===== src/rtl/fmps_readout_arbiter.sv =====
// fmps_readout_arbiter
//
// Shares the single read port of the FMPS readout RAM between two requesters:
//   requester 0 - readout stream engine
//   requester 1 - host/CSR debug reader
// One read is issued per cycle. Arbitration is round-robin, with a burst lock
// that lets the last winner keep the port, and an anti-starvation timeout that
// overrides the lock. Every read carries a tag through a pipeline matched to
// the RAM latency, so each response is routed back to the requester that
// issued it, READ_LATENCY+1 clocks after the accept.
//
// Handshake: reqXReady is combinational from the valid/lock inputs and the
// arbiter state. It is never high unless reqXValid is high, and at most one
// ready is high per cycle. A read is accepted at a rising edge where
// reqXValid && reqXReady. Responses have no backpressure: rspXValid is a
// one-cycle pulse that the requester must take.
//
// Ports
//   sysClk, sysReset          clock, asynchronous active-high reset
//   req0Valid/Addr/Lock       stream engine request, address, burst lock
//   req0Ready                 stream engine request accepted this cycle
//   rsp0Valid/Data            stream engine response pulse and data
//   req1* / rsp1*             same for the host reader
//   ramAddress                registered RAM read address
//   ramData                   RAM read data, READ_LATENCY clocks after address
//   dbgLastGrant              requester that won the most recent accept
//   dbgStallCount             current stall counter value

module fmps_readout_arbiter #(
  parameter int INDEX_WIDTH  = 5,
  parameter int DATA_WIDTH   = 32,
  parameter int READ_LATENCY = 1,
  parameter int LOCK_TIMEOUT = 64
) (
  input  logic                   sysClk,
  input  logic                   sysReset,
  input  logic                   req0Valid,
  input  logic [INDEX_WIDTH-1:0] req0Addr,
  input  logic                   req0Lock,
  output logic                   req0Ready,
  output logic                   rsp0Valid,
  output logic [DATA_WIDTH-1:0]  rsp0Data,
  input  logic                   req1Valid,
  input  logic [INDEX_WIDTH-1:0] req1Addr,
  input  logic                   req1Lock,
  output logic                   req1Ready,
  output logic                   rsp1Valid,
  output logic [DATA_WIDTH-1:0]  rsp1Data,
  output logic [INDEX_WIDTH-1:0] ramAddress,
  input  logic [DATA_WIDTH-1:0]  ramData,
  output logic                   dbgLastGrant,
  output logic [7:0]             dbgStallCount
);

  localparam logic [7:0] STALL_MAX = 8'(LOCK_TIMEOUT - 1);

  // Arbiter state
  logic       last_grant;    // owner of the port for lock purposes
  logic [7:0] stall_count;   // consecutive cycles someone lost arbitration
  logic       stall_active;  // a requester lost arbitration last cycle
  logic       stall_id;      // which requester lost last cycle

  // Tag pipeline: stage k holds the tag of the read accepted k edges ago
  logic [READ_LATENCY:0] tag_valid;
  logic [READ_LATENCY:0] tag_id;

  logic                   both_valid;
  logic                   owner_lock;
  logic                   accept;
  logic                   grant_id;
  logic [INDEX_WIDTH-1:0] grant_addr;

  always_comb begin
    both_valid = req0Valid & req1Valid;
    owner_lock = last_grant ? req1Lock : req0Lock;
    // Ready is granted whenever anyone asks, so any valid means an accept.
    accept     = req0Valid | req1Valid;
    grant_id   = req1Valid;
    if (both_valid) begin
      // The owner keeps a locked grant until the loser has waited long
      // enough; otherwise the port alternates.
      if (owner_lock && (stall_count != STALL_MAX)) grant_id = last_grant;
      else                                          grant_id = ~last_grant;
    end
    grant_addr = grant_id ? req1Addr : req0Addr;
  end

  assign req0Ready     = accept & ~grant_id;
  assign req1Ready     = accept &  grant_id;
  assign dbgLastGrant  = last_grant;
  assign dbgStallCount = stall_count;

  always_ff @(posedge sysClk or posedge sysReset) begin
    if (sysReset) begin
      last_grant   <= 1'b1;
      stall_count  <= '0;
      stall_active <= 1'b0;
      stall_id     <= 1'b0;
      ramAddress   <= '0;
      tag_valid    <= '0;
      tag_id       <= '0;
      rsp0Valid    <= 1'b0;
      rsp1Valid    <= 1'b0;
      rsp0Data     <= '0;
      rsp1Data     <= '0;
    end else begin
      if (accept) begin
        last_grant <= grant_id;
        ramAddress <= grant_addr;
      end

      // Only a two-way contention can stall anyone. The count restarts when
      // the requester that lost last cycle finally wins.
      if (both_valid) begin
        if (stall_active && (grant_id == stall_id)) stall_count <= '0;
        else if (stall_count != STALL_MAX)          stall_count <= stall_count + 8'd1;
        stall_active <= 1'b1;
        stall_id     <= ~grant_id;
      end else begin
        stall_count  <= '0;
        stall_active <= 1'b0;
      end

      if (READ_LATENCY == 0) begin
        tag_valid <= accept;
        tag_id    <= grant_id;
      end else begin
        tag_valid <= {tag_valid[READ_LATENCY-1:0], accept};
        tag_id    <= {tag_id[READ_LATENCY-1:0], grant_id};
      end

      // The last stage lines up with ramData for the read that owns it.
      rsp0Valid <= tag_valid[READ_LATENCY] & ~tag_id[READ_LATENCY];
      rsp1Valid <= tag_valid[READ_LATENCY] &  tag_id[READ_LATENCY];
      if (tag_valid[READ_LATENCY] && !tag_id[READ_LATENCY]) rsp0Data <= ramData;
      if (tag_valid[READ_LATENCY] &&  tag_id[READ_LATENCY]) rsp1Data <= ramData;
    end
  end

endmodule


===== config.mk =====
export PLATFORM = sky130hd
export DESIGN_NAME = fmps_readout_arbiter
export DESIGN_NICKNAME = d
export VERILOG_FILES = /design/src/rtl/fmps_readout_arbiter.sv
export SDC_FILE = /design/constraint.sdc
export NUM_CORES = 1
export LEC_CHECK = 0
export CORE_UTILIZATION = 44
export DETAILED_ROUTE_END_ITERATION = 7
export PLACE_DENSITY_LB_ADDON = 0.1
export SYNTH_ARGS = -nofsm -noshare
export SYNTH_HDL_FRONTEND = slang
export SYNTH_SLANG_ARGS = --single-unit

===== constraint.sdc =====
create_clock -name sysClk -period 3.6 [get_ports sysClk]
set_clock_uncertainty 0.2 [all_clocks]
set_input_delay 0.72 -clock sysClk [delete_from_list [all_inputs] [get_ports sysClk]]
set_output_delay 0.72 -clock sysClk [all_outputs]
set_load 0.02 [all_outputs]

Word level (Yosys, flattened, before mapping) --
Cells that the tools add are included.
Word-level totals: flip-flop bits (word level) 86, latch bits 0, RAM bits 0, memory bits (read-only) 0, input port bits 48, output and inout bits 82, word-level logic and storage cells 37, memories kept 0
Cells by class: $add $sub $neg 1, multipliers 0, div/mod/pow operators 0, $lt $le $gt $ge 0, eq/ne operators 3, shift-type cells 0, mux-type cells 8, bitwise logic cells 9, reduce and logical (&&, ||, !) cells 5
Operators by type and width (number):
- $mux 8 | 3
- $add 8x1->8 const B | 1
- $ne 8x6->1 const B | 1
- $and 1x1->1 | 5
- $mux 5 | 1
- $logic_and 1x1->1 | 4
- $mux 1 | 4
- $ne 3x1->1 const B | 1
- $not 1->1 | 3
- $eq 1x1->1 | 1
- $logic_not 1->1 | 1
- $or 1x1->1 | 1

Logic depth before layout (Yosys ltp) --
depth after elaboration 8, depth in mapped cells 5, mapped depth without buffers 5

Worst setup path after synthesis --
No wires, ideal clock.
kind register -> output, from register stall_count[0], in the netlist dbgStallCount[0], to output req0Ready, arrival 1.678 ns, data required time 2.680 ns, path slack 1.002 ns, stages on the path, launching flop included 6, path buffers 0, cell sequence dfrtp_1 > ha_1 > and3_1 > a21boi_2 > o22ai_1 > a21oi_1
Between the ends: cells in the longest elaborated chain, start to end 6
Ends and longest elaborated chain:
- start, declared | line 59 | logic [7:0] stall_count;
- start signal, assigned | line 116 | else if (stall_count != STALL_MAX) stall_count <= stall_count + 8'd1;
- $ne 8x6->1 | line 82 | if (owner_lock && (stall_count != STALL_MAX)) grant_id = last_grant;
- $logic_and 1x1->1 | line 82
- $mux 1 | line 82
- $mux 1 | line 79 | if (both_valid) begin
- $not 1->1 | line 88 | assign req0Ready = accept & ~grant_id;
- $and 1x1->1 | line 88
- end, declared | line 40 | output logic req0Ready,
Every way passes these cells.

Final worst setup path --
from input req0Valid, to output req1Ready
Between the ends: cells in the longest elaborated chain, start to end 3, elaborated cells on any way between the ends 4, those cells by class 1 x mux; 3 x bitwise
Ends and longest elaborated chain:
- start, declared | line 37 | input logic req0Valid,
- $and 1x1->1 | line 74 | both_valid = req0Valid & req1Valid;
- $mux 1 | line 79
- $and 1x1->1 * | line 89 | assign req1Ready = accept & grant_id;
- end, declared | line 46 | output logic req1Ready,
Mark *: on every way between the ends. The rest lies on a longest branch, timed or not.

==> flow_metrics.tcl <==
set metrics [dict create \
    status "finished clean" \
    rsz0062_at_grt "false" \
    ios 130 \
    maxCapViolations 0 \
    synth_cell_types 42 \
    synth_top_area_frac 0.6005 \
    fin_tns_setup_ps 0 \
    antenna_found_initial 0 \
    syn-cell-area_um2 3542 \
    hold_depth 0 \
    sw_frac_of_total 0.2948 \
    crit_path_max_fanout 9 \
    port_buffers 129 \
    final_cell_mix "clkdlybuf4s50_1 (129), dfrtp_1 (85), mux2_2 (64)" \
    cts-htree-levels 3 \
    initialDrtViolationCount 63 \
    drt_wl_total_mm 7.609 \
    finalPower_w 0.002602 \
    leakage_nw 2.124 \
    cts_resized 0 \
    synthFlopType "dfrtp_1" \
    grt_pass1_vias 2445 \
    slew_headroom 0.4058 \
    rr_startpoint "dbgStallCount[0]$_DFFE_PP0P_" \
    rows 32 \
    clk_path_buf_depth 2 \
    via_count 2432 \
    r2r_cells 5 \
    seq_area_frac_synth 0.6079 \
    drive_gt1_frac 0.2593 \
    synth_seq_cells 86 \
    syn_avg_cell_area_um2 14.82 \
    setup.worst_path.end_class "output port" \
    nNetsFinal 422 \
    slew_violations 0 \
    power.share.sequential 0.451 \
    postLayoutCoreUtil 0.6651 \
    hold_violations 0 \
    worstSetupPathType "input pin to output port" \
    crit_arrival_ps 2520 \
    drcViolationCount 0 \
    setup_violations 0 \
    dp_hpwl_mm 5.295 \
    start_util 0.4560 \
    synth_nets 288 \
    cts_sinks 86 \
    yosysTopAreaCell "dfrtp_1" \
    fp.dieW_um 91.73 \
    p_sw_w 0.0007670 \
    clk_pin_slew_ps 90 \
    intPower_w 0.001835 \
    max_slew.worst_pin.slew_ps 891.2 \
    vias_per_cell 5.067 \
    grt_pass1_wl_mm 12.14 \
    r2r_end "dbgStallCount[6]$_DFFE_PP0P_" \
    finalCriticalPeriod_ps 3438 \
    synth_cells 239 \
    syn_to_final_growth_pct 45.85 \
    gr-total-overflow 0 \
    first_pass_iters 4 \
    diodes 0 \
    yosys_warnings 0 \
    hold_start "tag_valid[0]$_DFF_PP0_" \
    crit_required_ps 2680 \
    gp_congestion 0.8201 \
    synthArstFlopShare 1.000 \
    synth_edf_count 0 \
    period_share 0.9551 \
    combPwrFrac 0.291 \
    p_clk_frac 0.258 \
    grt_usage 0.1866 \
    die_h_um 91.73 \
    ir_worst_vdd_v 0.0003387 \
    cts_buffers 9 \
    cts_setup_buffers 0 \
    wl_per_cell_um 15.85 \
    grt_start_max_net_pins 87 \
    synth.area.top_cells "dfrtp_1 (60%), mux2_2 (20%), o221a_1 (1.6%)" \
    core_region_area_um2 7767 \
    max_freq_ghz 0.2908 \
    start_kind "input pin" \
    cts_tree "done" \
    power-per-cell-area_nw_per_um2 503.7 \
    cts-root-buf "clkbuf_8" \
    hold_end "tag_valid[1]$_DFF_PP0_" \
    reg2reg_slack_ps 1500 \
    ant_nets 0 \
    hp-class "flip-flop to flip-flop" \
    cts_hold_buf 0 \
    final_common_cell "clkdlybuf4s50_1" \
    dieArea_um2 8413 \
    clkLatencyLatePin_ps 340 \
]
[power groups by stage]
stage	logic (W)	registers, W	clock network (W)
after floorplan	0.000208	0.00136	0
after global placement	0.000756	0.00119	0
after detailed placement	0.000765	0.00120	0
after CTS	0.000766	0.00117	0.000691
after global routing	0.000797	0.00119	0.000734
final	0.000757	0.00117	0.000672
[worst max path at each step]
stage / start / endpoint / slack (ps) / cells past startpoint
2_1_floorplan: sysReset / dbgStallCount[0]$_DFFE_PP0P_ / 460 / 1
3_3_place_gp: req0Valid / req1Ready / 240 / 5
3_5_place_dp: req0Valid / req1Ready / 170 / 5
4_1_cts: req0Valid / req1Ready / 180 / 5
5_1_grt: req0Valid / req1Ready / 80 / 5
6_report: req0Valid / req1Ready / 160 / 5
[cell families (layout without fill, tap and decap cells)]
family	count (synthesis)	count (layout)	share of synthesized area
simple gates	40	40	0.07807
compound gates	25	25	0.07206
mux	67	67	0.2119
fa+ha+maj	1	1	0.003532
flops	86	86	0.6079
buf+inv	18	157	0.02154
xor+xnor	2	2	0.004946
[Yosys cell counts (all sizes together) (3+ instances only)]
| library cell | instances |
|---|---|
| dfrtp | 85 |
| mux2 | 64 |
| inv | 9 |
| buf | 7 |
| nor3 | 7 |
| and2 | 6 |
| nand2 | 6 |
| a211o | 5 |
| o221a | 5 |
| o21ai | 4 |
| a21oi | 3 |
| and3 | 3 |
| mux2i | 3 |
| nand3 | 3 |
| nor2 | 3 |
[worst max-delay path: stages]
cell and delay (ps):
clkdlybuf4s50_1 640, inv_1 220, o211ai_4 310, inv_1 70, clkdlybuf4s50_1 550
[state kept, by name, summed over array words and instances (netlist names), 2 cells and up]
| register | count |
|---|---|
| rsp0Data | 32 |
| ramAddress | 5 |
| tag_valid | 2 |
| dbgStallCount | 8 |
| rsp1Data | 32 |
| tag_id | 2 |
[layout make-up]
| class | count | area (um^2) |
|---|---|---|
| clock buffers | 9 | 123.9 |
| fillers | 618 | 2601 |
| flip-flops and latches | 86 | 2153 |
| repair buffers | 132 | 1339 |
| multi-input cells | 135 | 1315 |
| well taps | 102 | 127.6 |
| clock inverters | 7 | 72.57 |
| inverters | 9 | 35.03 |
[through the flow]
step                hold WS [ps]  std cells  instance area, um^2  worst slack [ps]
floorplan                  131.2        239                 3542             459.8
global placement           137.1        464                 4970             244.8
detailed placement         137.9        464                 4970             170.0
CTS                        158.0        480                 5166             175.2
global route               159.2        480                 5166             83.01
finish                     152.1        480                 5166             161.7
[per-layer routing]
layer  up-vias  part of all wire  global-route usage
met2        74              0.49              0.2982
met5         -                 0                   0
li1       1139                 -                   -
met4         0             0.012             0.07813
met3         8             0.056             0.04892
met1      1211              0.44              0.2420
Note: power is estimated with default switching activity, not from simulation.
